**config.mk**
```make
export PLATFORM = sky130hd
export DESIGN_NAME = mem_arbiter
export DESIGN_NICKNAME = d
export VERILOG_FILES = /design/src/rtl/mem_arbiter.sv
export SDC_FILE = /design/constraint.sdc
export NUM_CORES = 1
export LEC_CHECK = 0
export ABC_CLOCK_PERIOD_IN_PS = 4600
export CORE_MARGIN = 5
export CORE_UTILIZATION = 39
export CTS_CLUSTER_DIAMETER = 40
export DETAILED_ROUTE_END_ITERATION = 8
export PLACE_DENSITY = 0.93
export SLEW_MARGIN = 15
export SYNTH_ARGS = -nofsm -noshare
export SYNTH_HDL_FRONTEND = slang
export SYNTH_SLANG_ARGS = --single-unit
```
**constraint.sdc**
```tcl
create_clock -name clk_i -period 4.6 [get_ports clk_i]
set_clock_uncertainty 0.15 [all_clocks]
set_input_delay 0.92 -clock clk_i [delete_from_list [all_inputs] [get_ports clk_i]]
set_output_delay 0.92 -clock clk_i [all_outputs]
set_load 0.005 [all_outputs]
```
**src/rtl/mem_arbiter.sv**
```systemverilog
// rtl/mem_arbiter.sv - two-requester round-robin arbiter in front of a 1R/1W word memory; optional perf counters under MEM_ARB_PERF_EN
module mem_arbiter #(
  parameter int NUMWORDS  = 4096,
  parameter int DATAWIDTH = 32,
  parameter int AW        = $clog2(NUMWORDS) + 1
) (
  input  logic                 clk_i,
  input  logic                 rst_ni,
  input  logic                 i_req_i,
  input  logic [AW-1:0]        i_addr_i,
  output logic                 i_gnt_o,
  output logic                 i_rvalid_o,
  output logic [DATAWIDTH-1:0] i_rdata_o,
  input  logic                 d_req_i,
  input  logic                 d_we_i,
  input  logic [AW-1:0]        d_addr_i,
  input  logic [DATAWIDTH-1:0] d_wdata_i,
  output logic                 d_gnt_o,
  output logic                 d_rvalid_o,
  output logic [DATAWIDTH-1:0] d_rdata_o,
`ifdef MEM_ARB_PERF_EN
  output logic [31:0]          conflict_cnt_o,
  output logic [31:0]          i_stall_cnt_o,
`endif
  output logic                 mem_re_o,
  output logic [AW-1:0]        mem_raddr_o,
  input  logic [DATAWIDTH-1:0] mem_rdata_i,
  output logic                 mem_we_o,
  output logic [AW-1:0]        mem_waddr_o,
  output logic [DATAWIDTH-1:0] mem_wdata_o
);

  // rr_q = 1 means D wins the next read conflict, 0 means I wins
  logic                 rr_q, rr_d;
  logic                 i_rvalid_q, i_rvalid_d;
  logic [DATAWIDTH-1:0] i_rdata_q, i_rdata_d;
  logic                 d_rvalid_q, d_rvalid_d;
  logic [DATAWIDTH-1:0] d_rdata_q, d_rdata_d;

  logic read_i, read_d, write_d, conflict, d_rgnt;

  // Arbitration, memory port steering and next-state of the response registers
  always_comb begin
    read_i   = i_req_i;
    read_d   = d_req_i & ~d_we_i;
    write_d  = d_req_i & d_we_i;
    conflict = read_i & read_d;

    i_gnt_o  = read_i & (~read_d | ~rr_q);
    d_rgnt   = read_d & (~read_i | rr_q);
    d_gnt_o  = write_d | d_rgnt;

    // Loser of a conflict becomes the preferred requester
    rr_d     = conflict ? ~rr_q : rr_q;

    mem_re_o    = read_i | read_d;
    mem_raddr_o = '0;
    if (i_gnt_o) begin
      mem_raddr_o = i_addr_i;
    end else if (d_rgnt) begin
      mem_raddr_o = d_addr_i;
    end

    mem_we_o    = write_d;
    mem_waddr_o = write_d ? d_addr_i  : '0;
    mem_wdata_o = write_d ? d_wdata_i : '0;

    i_rvalid_d = i_gnt_o;
    i_rdata_d  = i_gnt_o ? mem_rdata_i : i_rdata_q;

    d_rvalid_d = d_gnt_o;
    d_rdata_d  = d_rdata_q;
    if (write_d) begin
      d_rdata_d = '0;
    end else if (d_rgnt) begin
      d_rdata_d = mem_rdata_i;
    end
  end

  // Response and arbitration state; async reset drops any in-flight response
  always_ff @(posedge clk_i or negedge rst_ni) begin
    if (!rst_ni) begin
      rr_q       <= 1'b1;
      i_rvalid_q <= 1'b0;
      i_rdata_q  <= '0;
      d_rvalid_q <= 1'b0;
      d_rdata_q  <= '0;
    end else begin
      rr_q       <= rr_d;
      i_rvalid_q <= i_rvalid_d;
      i_rdata_q  <= i_rdata_d;
      d_rvalid_q <= d_rvalid_d;
      d_rdata_q  <= d_rdata_d;
    end
  end

  assign i_rvalid_o = i_rvalid_q;
  assign i_rdata_o  = i_rdata_q;
  assign d_rvalid_o = d_rvalid_q;
  assign d_rdata_o  = d_rdata_q;

`ifdef MEM_ARB_PERF_EN
  logic [31:0] conflict_cnt_q, conflict_cnt_d;
  logic [31:0] i_stall_cnt_q, i_stall_cnt_d;

  // Free-running wrap-around event counters
  always_comb begin
    conflict_cnt_d = conflict_cnt_q + {31'd0, conflict};
    i_stall_cnt_d  = i_stall_cnt_q + {31'd0, (i_req_i & ~i_gnt_o)};
  end

  // Counter registers
  always_ff @(posedge clk_i or negedge rst_ni) begin
    if (!rst_ni) begin
      conflict_cnt_q <= '0;
      i_stall_cnt_q  <= '0;
    end else begin
      conflict_cnt_q <= conflict_cnt_d;
      i_stall_cnt_q  <= i_stall_cnt_d;
    end
  end

  assign conflict_cnt_o = conflict_cnt_q;
  assign i_stall_cnt_o  = i_stall_cnt_q;
`endif

endmodule

```
After elaboration in Yosys (flattened, before gate mapping)
Index checks and enable logic that the tools add are counted.
- register bits: 67
- latch bits: 0
- bits in writable memories: 0
- memory bits (read-only): 0
- bits of input ports: 95
- output and inout port bits: 128
- logic and storage cells: 25
- memories: 0
- add/subtract/negate cells: 0
- $mul: 0
- divide/modulo/power cells: 0
- order comparisons: 0
- equality and inequality tests: 0
- shifts and indexed selects: 0
- multiplexer cells: 6
- bitwise operators: 13
- reductions and logical operators: 1
- operators by type and width (cell ; number):
    $mux 32 ; 3
    $mux 13 ; 3
    $and 1x1->1 ; 5
    $not 1->1 ; 4
    $or 1x1->1 ; 4
    $reduce_bool 2->1 ; 1

Longest topological paths before layout
- depth after elaboration: 6
- depth in mapped cells: 6
- mapped depth without buffers: 4

Worst setup path after synthesis
No wires, ideal clock.
- path kind: input -> output
- start point: in d_we_i
- end point: out mem_raddr_o[10]
- arrival time: 1752 ps
- required time: 3530 ps
- path slack: 1778 ps
- stages: 6
- path buffers: 2
- cell sequence: buf_6 > nand3b_1 > nand2_2 > inv_2 > buf_6 > a22o_1
- word-level cells in the longest chain between the ends: 6
- elaborated cells on any way between the ends: 8
- classes of those cells: 2 x mux; 6 x bitwise
- ends and longest elaborated chain (what ; line ; text):
    from (decl) ; 15 ; input logic d_we_i,
    $not 1->1 ; 45 ; read_d = d_req_i & ~d_we_i;
    $and 1x1->1 ; 45 ;
    $not 1->1 ; 49 ; i_gnt_o = read_i & (~read_d | ~rr_q);
    $or 1x1->1 ; 49 ;
    $and 1x1->1 ; 49 ;
    named net i_gnt_o ; 11 ; output logic i_gnt_o,
    $mux 13 ; 58 ; if (i_gnt_o) begin
    to (decl) ; 26 ; output logic [AW-1:0] mem_raddr_o,
The timed path passes the listed nets, and every way through them passes these cells.

Worst setup path after layout
- start point: in d_we_i
- end point: out mem_raddr_o[0]
- word-level cells in the longest chain between the ends: 6
- elaborated cells on any way between the ends: 8
- classes of those cells: 2 x mux; 6 x bitwise
- ends and longest elaborated chain (what ; line):
    $not 1->1 * ; 45
    $and 1x1->1 * ; 45
    $not 1->1 ; 49
    $or 1x1->1 ; 49
    $and 1x1->1 ; 49
    $mux 13 * ; 58
Every way passes the cells marked *; elsewhere a longest branch is shown, timed or not.

==> metrics.cfg <==
[final_layout]
drive_above_1_share_pct=22.9
fill_cells=760
area_growth_pct=64.6
antenna_cells=0
final_core_util_pct=64.7
layout.nets=631
instances_no_fill=674

[timing]
fin_crit_ps=3700
worst_slew_margin_rel_pct=35.5
fmax_mhz=270
holdWs_ps=355
fin_setup_tns_ps=0
finalHoldViolCount=0
rsz0062_at_grt=no
slew_violations=0
tightestPinTransition_ps=968
fin_crit_sh_pct=80.5
setup_viol=0

[clock_tree]
post_cts_resized=0
clockBufferDepth=2
h-tree-depth=3
clock_latency_ps=330
post_cts_buffers=0
clock_sinks=67
cts_buffers=9
ctsHoldBuffers=0
cts-root-buf=clkbuf_8
clkSlewWorstSetupHoldPaths_ps=70
cts_tree=done

[synth]
ys_ff_latch=67
synth_cell_types=24
synth_top_area_share_pct=43.6
synthCells=327
syn_nets=422
syn_area_per_cell_um2=11.6
yosysTopAreaCell=dfrtp_1
synth_area_um2=3790
ys_warn_count=0
synth-seq-area-share_pct=44.3
ys_top_cells_by_area=dfrtp_1 44%, mux2_4 11%, mux2_2 10%, o22ai_2 9.6%, and3_1 7.4%

[drt]
drtPass1Iterations=4
vias_per_cell=4.88
vias=3290
antenna_left=0
wirelength_mm=12.3
drt_iter0_drc=98
wl_per_cell_um=18.2
drc=0

[power_and_ir_drop]
p_total_w=0.00211
peakVddDrop_mv=0.184
leakage_nw=2.76
pwr_density_cell_nw_per_um2=338

[flow_run]
drv_cap=0

[worst_setup_path]
start_kind=input port
crit_type=input port to primary output
cp.required_ps=3530
cp-end-kind=primary output
cp.arrival_ps=2630
path_max_fanout=31

[status]
status=finished, final reports clean

[hold_path]
hp-class=flip-flop to flip-flop

[floorplanning]
dieArea_um2=11800
coreArea_um2=9640
die_y_um=109
start_util_pct=39.3
ioPinCount=223
chipWidth_um=109
rows=36

[grt]
grt_pass1_vias=3534
grt_remaining_overflow=0
grt_max_degree=45
grtUsageTotal_pct=20.6
grt_pass1_wl_mm=18.9
antenna_found_initial=0

[placed_design]
gp_congestion=0.861
dp.final_hpwl_mm=9.38
dp.cells=658
port_buffers=222

## final cells by class
| type | instances | area, um2 | share of cell area, % |
|---|---|---|---|
| inverters | 34 | 128 | 2.05 |
| multi-input cells | 195 | 1800 | 28.8 |
| well taps | 133 | 166 | 2.67 |
| flip-flops and latches | 67 | 1680 | 26.9 |
| clock buffers | 11 | 151 | 2.43 |
| repair buffers | 229 | 2260 | 36.3 |
| clock inverters | 5 | 58.8 | 0.942 |
## cells by family (layout without fill, tap and decap cells)
| logic type | count (synthesis) | in the layout | share of synthesized area, % |
|---|---|---|---|
| mux | 64 | 64 | 21.9 |
| xor+xnor | 1 | 1 | 0.231 |
| buf+inv | 65 | 279 | 8.45 |
| compound gates | 47 | 47 | 13.5 |
| flops | 67 | 67 | 44.3 |
| simple gates | 83 | 83 | 11.7 |
## cells in the mapped netlist
cell type	instances
nand2_2	1
buf_4	2
dfrtp_1	66
inv_1	33
and3_1	45
buf_2	7
dfstp_2	1
inv_2	1
clkbuf_1	14
o22ai_2	29
a22o_1	13
and3_4	1
mux2_2	35
nand2_1	32
o22ai_1	3
nand3b_1	1
a21o_1	1
xnor2_1	1
mux2_4	29
o21a_1	1
nand3_1	1
nand2b_1	1
buf_6	8
and2_1	1
## worst paths after layout
| check | start | endpoint | slack (ps) | cells past startpoint |
|---|---|---|---|---|
| hold / removal | rr_q$_DFFE_PN1P_ | rr_q$_DFFE_PN1P_ | 350 | 1 |
| hold reg to reg | rr_q$_DFFE_PN1P_ | rr_q$_DFFE_PN1P_ | 350 | 1 |
| max in group asynchronous | rst_ni | rr_q$_DFFE_PN1P_ | 2760 | 2 |
| setup / recovery | d_we_i | mem_raddr_o[0] | 900 | 6 |
| setup reg to reg | rr_q$_DFFE_PN1P_ | d_rdata_o[1]$_DFFE_PN0P_ | 2620 | 4 |
| min in group asynchronous | rst_ni | i_rdata_o[2]$_DFFE_PN0P_ | 580 | 1 |
## worst max-delay path: stages
cell,delay [ps]
buf_2,450
nand3b_1,200
nand2_2,70
inv_2,230
a22o_1,230
clkdlybuf4s50_1,510
## stage by stage
step                instance area, um2  setup slack, ps
finish                            6240              897
global placement                  6030              963
CTS                               6240              910
global route                      6240              792
floorplan                         3790             1780
detailed placement                6030              912
## layout by cell type (no fill, tap or decap), types with 3 or more instances in the layout
cell               n
a22o_1            13
and3_1            45
buf_4              8
clkbuf_8          11
clkdlybuf4s50_1  219
dfrtp_1           66
inv_1             33
mux2_2            35
mux2_4            29
nand2_1           32
o22ai_1            3
o22ai_2           29
## layer usage
layer	global-route usage, %	vias to the layer above	share of wire (%)
met1	24.1	1593	41
met2	36.5	121	51
li1	-	1553	-
met3	5.61	23	6.5
met4	6.40	0	2.1
met5	0	-	0
## state kept, by name, summed over array words and instances, names as in the netlist
name,count
rr_q,1
i_rdata_o,32
d_rdata_o,32
d_rvalid_o,1
i_rvalid_o,1
## where the power goes
part           internal, W  switching, W  leakage (nW)
sequential        0.000702     0.0000581         0.825
combinational     0.000525      0.000308          1.84
clock             0.000281      0.000238         0.102
No activity file was read; power rests on OpenSTA's default activity.
